**src/rtl/lsu_pkg.sv**
```systemverilog
// Shared constants and types for the RV32I load/store memory controller.
package lsu_pkg;

  // funct3 width/sign codes for loads and stores
  localparam logic [2:0] F3_B  = 3'b000;
  localparam logic [2:0] F3_H  = 3'b001;
  localparam logic [2:0] F3_W  = 3'b010;
  localparam logic [2:0] F3_BU = 3'b100;
  localparam logic [2:0] F3_HU = 3'b101;

  // Controller sequencing: wait for an op, talk to memory, report result
  typedef enum logic [1:0] {
    IDLE   = 2'd0,
    ACCESS = 2'd1,
    RESP   = 2'd2
  } lsu_state_t;

endpackage

```
**src/rtl/lsu_align.sv**
```systemverilog
// Byte-lane steering: store strobes/data and fault detection on the request
// side, extraction and sign/zero extension of the read word on the response side.
module lsu_align
  import lsu_pkg::*;
(
  input  logic [1:0]  req_lane_i,
  input  logic [2:0]  req_funct3_i,
  input  logic        req_is_store_i,
  input  logic [31:0] req_wdata_i,
  input  logic [1:0]  rsp_lane_i,
  input  logic [2:0]  rsp_funct3_i,
  input  logic [31:0] rsp_rdata_i,
  output logic [3:0]  wstrb_o,
  output logic [31:0] wdata_o,
  output logic        err_o,
  output logic [31:0] load_data_o
);

  logic [31:0] rdata_shifted;

  // Bring the addressed byte/half down to bit 0 before extension
  assign rdata_shifted = rsp_rdata_i >> {rsp_lane_i, 3'b000};

  // Request side: lane strobes, replicated store data, misalign/illegal code
  always_comb begin
    wstrb_o = 4'b0000;
    wdata_o = '0;
    err_o   = 1'b0;
    case (req_funct3_i)
      F3_B: begin
        wstrb_o = 4'b0001 << req_lane_i;
        wdata_o = {4{req_wdata_i[7:0]}};
      end
      F3_H: begin
        wstrb_o = req_lane_i[1] ? 4'b1100 : 4'b0011;
        wdata_o = {2{req_wdata_i[15:0]}};
        err_o   = req_lane_i[0];
      end
      F3_W: begin
        wstrb_o = 4'b1111;
        wdata_o = req_wdata_i;
        err_o   = |req_lane_i;
      end
      // Unsigned variants exist only for loads
      F3_BU:   err_o = req_is_store_i;
      F3_HU:   err_o = req_is_store_i | req_lane_i[0];
      default: err_o = 1'b1;
    endcase
    if (!req_is_store_i) begin
      wstrb_o = 4'b0000;
    end
  end

  // Response side: sign- or zero-extend the selected field
  always_comb begin
    load_data_o = '0;
    case (rsp_funct3_i)
      F3_B:    load_data_o = {{24{rdata_shifted[7]}}, rdata_shifted[7:0]};
      F3_H:    load_data_o = {{16{rdata_shifted[15]}}, rdata_shifted[15:0]};
      F3_W:    load_data_o = rsp_rdata_i;
      F3_BU:   load_data_o = {24'h000000, rdata_shifted[7:0]};
      F3_HU:   load_data_o = {16'h0000, rdata_shifted[15:0]};
      default: load_data_o = '0;
    endcase
  end

endmodule

```
**src/rtl/lsu_mem_ctrl.sv**
```systemverilog
// Load/store controller: effective-address adder, single-outstanding
// request/acknowledge sequencing to data memory, registered results.
module lsu_mem_ctrl
  import lsu_pkg::*;
#(
  parameter int ADDR_W = 32
) (
  input  logic              clk,
  input  logic              rst,
  input  logic              req_valid,
  output logic              req_ready,
  input  logic              req_is_store,
  input  logic [2:0]        req_funct3,
  input  logic [31:0]       req_base,
  input  logic [31:0]       req_imm,
  input  logic [31:0]       req_wdata,
  output logic              mem_req,
  output logic              mem_we,
  output logic [ADDR_W-1:0] mem_addr,
  output logic [3:0]        mem_wstrb,
  output logic [31:0]       mem_wdata,
  input  logic              mem_ack,
  input  logic [31:0]       mem_rdata,
  output logic              done,
  output logic [31:0]       load_data,
  output logic              fault
);

  lsu_state_t        state_q;
  logic              ready_q;
  logic              mem_req_q;
  logic              mem_we_q;
  logic [ADDR_W-1:0] mem_addr_q;
  logic [3:0]        mem_wstrb_q;
  logic [31:0]       mem_wdata_q;
  logic [1:0]        lane_q;
  logic [2:0]        funct3_q;
  logic              done_q;
  logic              fault_q;
  logic [31:0]       load_data_q;

  logic [31:0] ea_d;
  logic [3:0]  wstrb_d;
  logic [31:0] wdata_d;
  logic        err_d;
  logic [31:0] load_ext_d;

  // Effective address wraps modulo 2^32
  assign ea_d = req_base + req_imm;

  lsu_align u_align (
    .req_lane_i     (ea_d[1:0]),
    .req_funct3_i   (req_funct3),
    .req_is_store_i (req_is_store),
    .req_wdata_i    (req_wdata),
    .rsp_lane_i     (lane_q),
    .rsp_funct3_i   (funct3_q),
    .rsp_rdata_i    (mem_rdata),
    .wstrb_o        (wstrb_d),
    .wdata_o        (wdata_d),
    .err_o          (err_d),
    .load_data_o    (load_ext_d)
  );

  // Sequencer and all registered outputs; ack outside ACCESS has no effect
  always_ff @(posedge clk) begin
    if (rst) begin
      state_q     <= IDLE;
      ready_q     <= 1'b1;
      mem_req_q   <= 1'b0;
      mem_we_q    <= 1'b0;
      mem_addr_q  <= '0;
      mem_wstrb_q <= 4'b0000;
      mem_wdata_q <= '0;
      lane_q      <= 2'b00;
      funct3_q    <= 3'b000;
      done_q      <= 1'b0;
      fault_q     <= 1'b0;
      load_data_q <= '0;
    end else begin
      case (state_q)
        IDLE: begin
          if (req_valid) begin
            ready_q <= 1'b0;
            if (err_d) begin
              // Faults skip memory entirely and report next cycle
              state_q <= RESP;
              done_q  <= 1'b1;
              fault_q <= 1'b1;
            end else begin
              state_q     <= ACCESS;
              mem_req_q   <= 1'b1;
              mem_we_q    <= req_is_store;
              mem_addr_q  <= {ea_d[ADDR_W-1:2], 2'b00};
              mem_wstrb_q <= wstrb_d;
              mem_wdata_q <= wdata_d;
              lane_q      <= ea_d[1:0];
              funct3_q    <= req_funct3;
            end
          end
        end
        ACCESS: begin
          if (mem_ack) begin
            state_q     <= RESP;
            mem_req_q   <= 1'b0;
            mem_we_q    <= 1'b0;
            mem_wstrb_q <= 4'b0000;
            mem_wdata_q <= '0;
            done_q      <= 1'b1;
            load_data_q <= mem_we_q ? 32'h0 : load_ext_d;
          end
        end
        RESP: begin
          state_q     <= IDLE;
          ready_q     <= 1'b1;
          done_q      <= 1'b0;
          fault_q     <= 1'b0;
          load_data_q <= '0;
        end
        default: begin
          state_q <= IDLE;
          ready_q <= 1'b1;
        end
      endcase
    end
  end

  assign req_ready = ready_q;
  assign mem_req   = mem_req_q;
  assign mem_we    = mem_we_q;
  assign mem_addr  = mem_addr_q;
  assign mem_wstrb = mem_wstrb_q;
  assign mem_wdata = mem_wdata_q;
  assign done      = done_q;
  assign fault     = fault_q;
  assign load_data = load_data_q;

endmodule

```
**config.mk**
```make
export PLATFORM = sky130hd
export DESIGN_NAME = lsu_mem_ctrl
export DESIGN_NICKNAME = d
export VERILOG_FILES = /design/src/rtl/lsu_pkg.sv /design/src/rtl/lsu_align.sv /design/src/rtl/lsu_mem_ctrl.sv
export SDC_FILE = /design/constraint.sdc
export NUM_CORES = 1
export LEC_CHECK = 0
export ABC_AREA = 0
export CORE_ASPECT_RATIO = 1.4
export CORE_MARGIN = 3
export CORE_UTILIZATION = 46
export CTS_BUF_LIST = sky130_fd_sc_hd__clkbuf_8 sky130_fd_sc_hd__clkbuf_16
export CTS_CLUSTER_SIZE = 25
export DETAILED_ROUTE_END_ITERATION = 6
export GPL_TIMING_DRIVEN = 0
export PLACE_DENSITY = 0.83
export RECOVER_POWER = 50
export SETUP_SLACK_MARGIN = 0.5
export SLEW_MARGIN = 40
export SYNTH_ARGS = -nofsm -noshare
export SYNTH_HDL_FRONTEND = slang
export SYNTH_SLANG_ARGS = --single-unit
```
**constraint.sdc**
```tcl
create_clock -name clk -period 6.2 [get_ports clk]
set_input_delay 0.62 -clock clk [delete_from_list [all_inputs] [get_ports clk]]
set_output_delay 0.62 -clock clk [all_outputs]
set_load 0.05 [all_outputs]
```
==> impl_metrics.yaml <==
grt:
  grt_max_degree: 20
  groute.usage.overall_pct: 29.21
  grt_pass1_vias: 7448
  antenna_found_initial: 1
  grt_pass1_wl_um: 37580
  grt_overflow_total: 0
hold_path:
  whs_endpoint: "mem_addr[4]"
  hold_path_class: "reg -> reg"
  hold_path.startpoint: "mem_addr[4]"
  whs_path_depth: 2
clock_network:
  clock-root-buffer: "clkbuf_16"
  clock-sinks: 110
  insertion_delay_ns: 0.35
  tritoncts: "built"
  post_cts_buffers: 0
  ctsHoldBuffers: 0
  cts_buffers: 9
  cts_resized: 0
  cts.clk_slew.worst_paths_ns: 0.08
  clockBufferDepth: 2
  h-tree-depth: 3
sta:
  fin_skew_ns: 0.01498
  setup_viol: 0
  slew_headroom_pct: 48.60
  final_max_slew_viol_count: 0
  period_share_pct: 57.07
  period_needed_ns: 3.538
  whs_ns: 0.4483
  hold_viol: 0
  worst_pin_slew_ns: 0.7607
  fmax_mhz: 282.6
  rsz0062_at_grt: "no"
  timing.setup.tns_ns: 0
worst_setup_path:
  r2r-start: "state_q[1]"
  crit_type: "in -> reg"
  r2r-end: "load_data[8]"
  critical_path.max_fanout: 10
  cp-end-kind: "flip-flop"
  r2r_cells: 9
  cp.required_ns: 6.47
  startpoint_type: "input pin"
  reg2reg_slack_ns: 3.67
  cp.arrival_ns: 3.81
layout:
  fillCellCount: 1224
  layout_common_cells: "clkdlybuf4s50_1 (134), a21oi_1 (119), dfxtp_1 (110)"
  areaGrowthSynthToFinish_pct: 42.54
  fin_nets: 1282
  drive_gt1_share_pct: 4.749
  final_common_cell: "clkdlybuf4s50_1"
synth:
  ys_seq_elements: 110
  syn_avg_cell_area_um2: 7.889
  synthCells: 862
  synth_edf_count: 0
  synth_area_um2: 6800
  synth_cell_type_count: 68
  ys_warn_count: 0
  synth_flop_cell: "dfxtp_1"
  synthArstFlopShare_pct: 0
  ys_seq_area_share_pct: 32.38
detailed_routing:
  wl_met3_um: 1634
  postRouteAntennaNets: 0
  drcViolationCount: 0
  wl_met2_um: 12320
  routed_wl_um: 24280
  met1_length_um: 8876
  top_layer: "met4"
  viasPerCell: 5.922
  drtIter0Drc: 478
  first_pass_iters: 7
  vias: 7711
  wl_per_cell_um: 18.65
floorplan:
  die_x_um: 108.8
  start_util_pct: 48.00
  die_area_um2: 16300
  rows: 51
  core_um2: 14170
  chipHeight_um: 149.9
  io_pins: 241
power:
  ir_drop_uv: 171.7
  pwr_density_cell_nw_per_um2: 206.5
  power_leakage_nw: 4.017
placement:
  hpwl_um: 19230
  portBuffers: 237
  gp_congestion: 0.9579
outcome:
  status: "complete, no violations"
flow_run:
  max_cap_viol_count: 0
[state kept, by name, summed over array words and instances, names as in the netlist]
name,count
fault,1
load_data,32
mem_wdata,32
mem_req,1
req_ready,1
lane_q,2
mem_addr,30
done,1
funct3_q,3
mem_we,1
state_q,2
mem_wstrb,4
[Yosys cell counts (6+ instances only)]
cell type | instances | area share [%]
and3_1 | 10 | 0.92
a22oi_1 | 43 | 4.7
mux4_2 | 8 | 2.6
dfxtp_1 | 110 | 32
nor2b_1 | 13 | 1.2
buf_2 | 16 | 1.2
and4_1 | 7 | 0.90
o21bai_1 | 6 | 0.66
nor3_1 | 13 | 0.96
nand2_1 | 85 | 4.7
clkbuf_1 | 37 | 2.0
and2_1 | 7 | 0.64
a31oi_1 | 8 | 0.74
nand4_1 | 10 | 0.92
a21oi_1 | 119 | 8.8
xnor2_1 | 13 | 1.7
ha_1 | 34 | 6.3
nand3_1 | 11 | 0.81
o21ai_0 | 46 | 3.4
mux2i_1 | 12 | 1.8
inv_1 | 12 | 0.66
a2bb2oi_1 | 21 | 2.7
nor2_1 | 105 | 5.8
a21o_1 | 25 | 2.8
[area by class of cell]
class,instances,area [um^2],area share (%)
Tap cell,185,231.5,2.388
Clock buffer,9,225.2,2.323
Antenna cell,1,2.502,0.02582
Clock inverter,7,57.56,0.5938
Buffer,63,280.3,2.891
Multi-Input combinational cell,677,4273,44.08
Inverter,13,48.80,0.5034
Sequential cell,110,2202,22.72
Timing Repair Buffer,237,2372,24.47
[worst max-delay path: stages]
cell             delay (ns)
clkdlybuf4s50_1        0.41
ha_1                   0.24
fa_1                   0.56
nor4_1                 0.29
nor2_1                 0.13
nor2_1                 0.45
clkbuf_1               0.42
clkbuf_1               0.42
nand2_1                0.12
a21oi_1                0.14
[cells by family (layout without fill, tap and decap cells)]
| logic type | count (synthesis) | in the layout | synth area share [%] |
|---|---|---|---|
| simple gates | 285 | 285 | 19.52 |
| xor+xnor | 18 | 18 | 2.318 |
| other cells | 1 | 3 | 0.05514 |
| compound gates | 317 | 317 | 29.92 |
| mux | 20 | 20 | 4.416 |
| fa+ha+maj | 35 | 35 | 6.550 |
| buf+inv | 76 | 329 | 4.839 |
| flops | 110 | 110 | 32.38 |
[stage by stage]
stage               setup WS [ns]  power, W  cell area, um^2  utilization [%]  cells
global placement            2.404  0.001449             9408            66.41   1285
detailed placement          2.354  0.001453             9408            66.41   1285
global route                2.459  0.002087             9693            68.42   1302
floorplan                   3.374  0.001198             6804                -    863
CTS                         2.701  0.002008             9691            68.41   1301
finish                      2.662  0.002002             9693            68.42   1302
[worst max-delay path by stage]
| stage | startpoint | end | slack (ns) | depth (start not counted) |
|---|---|---|---|---|
| after floorplan | req_base[0] | mem_wdata[16] | 3.37 | 11 |
| after global placement | req_base[0] | mem_addr[21] | 2.40 | 10 |
| after detailed placement | req_base[0] | funct3_q[1] | 2.35 | 10 |
| after CTS | req_base[0] | funct3_q[1] | 2.70 | 10 |
| after global routing | req_base[0] | mem_addr[21] | 2.46 | 10 |
| final | req_base[0] | funct3_q[1] | 2.66 | 10 |
[metal layers]
layer  vias up  GRT usage, %
met5         -             0
met3        87         3.453
met1      3566         33.11
met2       387         52.35
met4         0         16.17
li1       3671             -
[power by group]
group | leakage, nW | internal, W | total [W] | switching (W)
clock | 0.134 | 0.000278 | 0.000564 | 0.000285
sequential | 0.890 | 0.000735 | 0.000752 | 0.0000166
combinational | 2.99 | 0.000272 | 0.000686 | 0.000414
(Power assumes the default switching activity.)
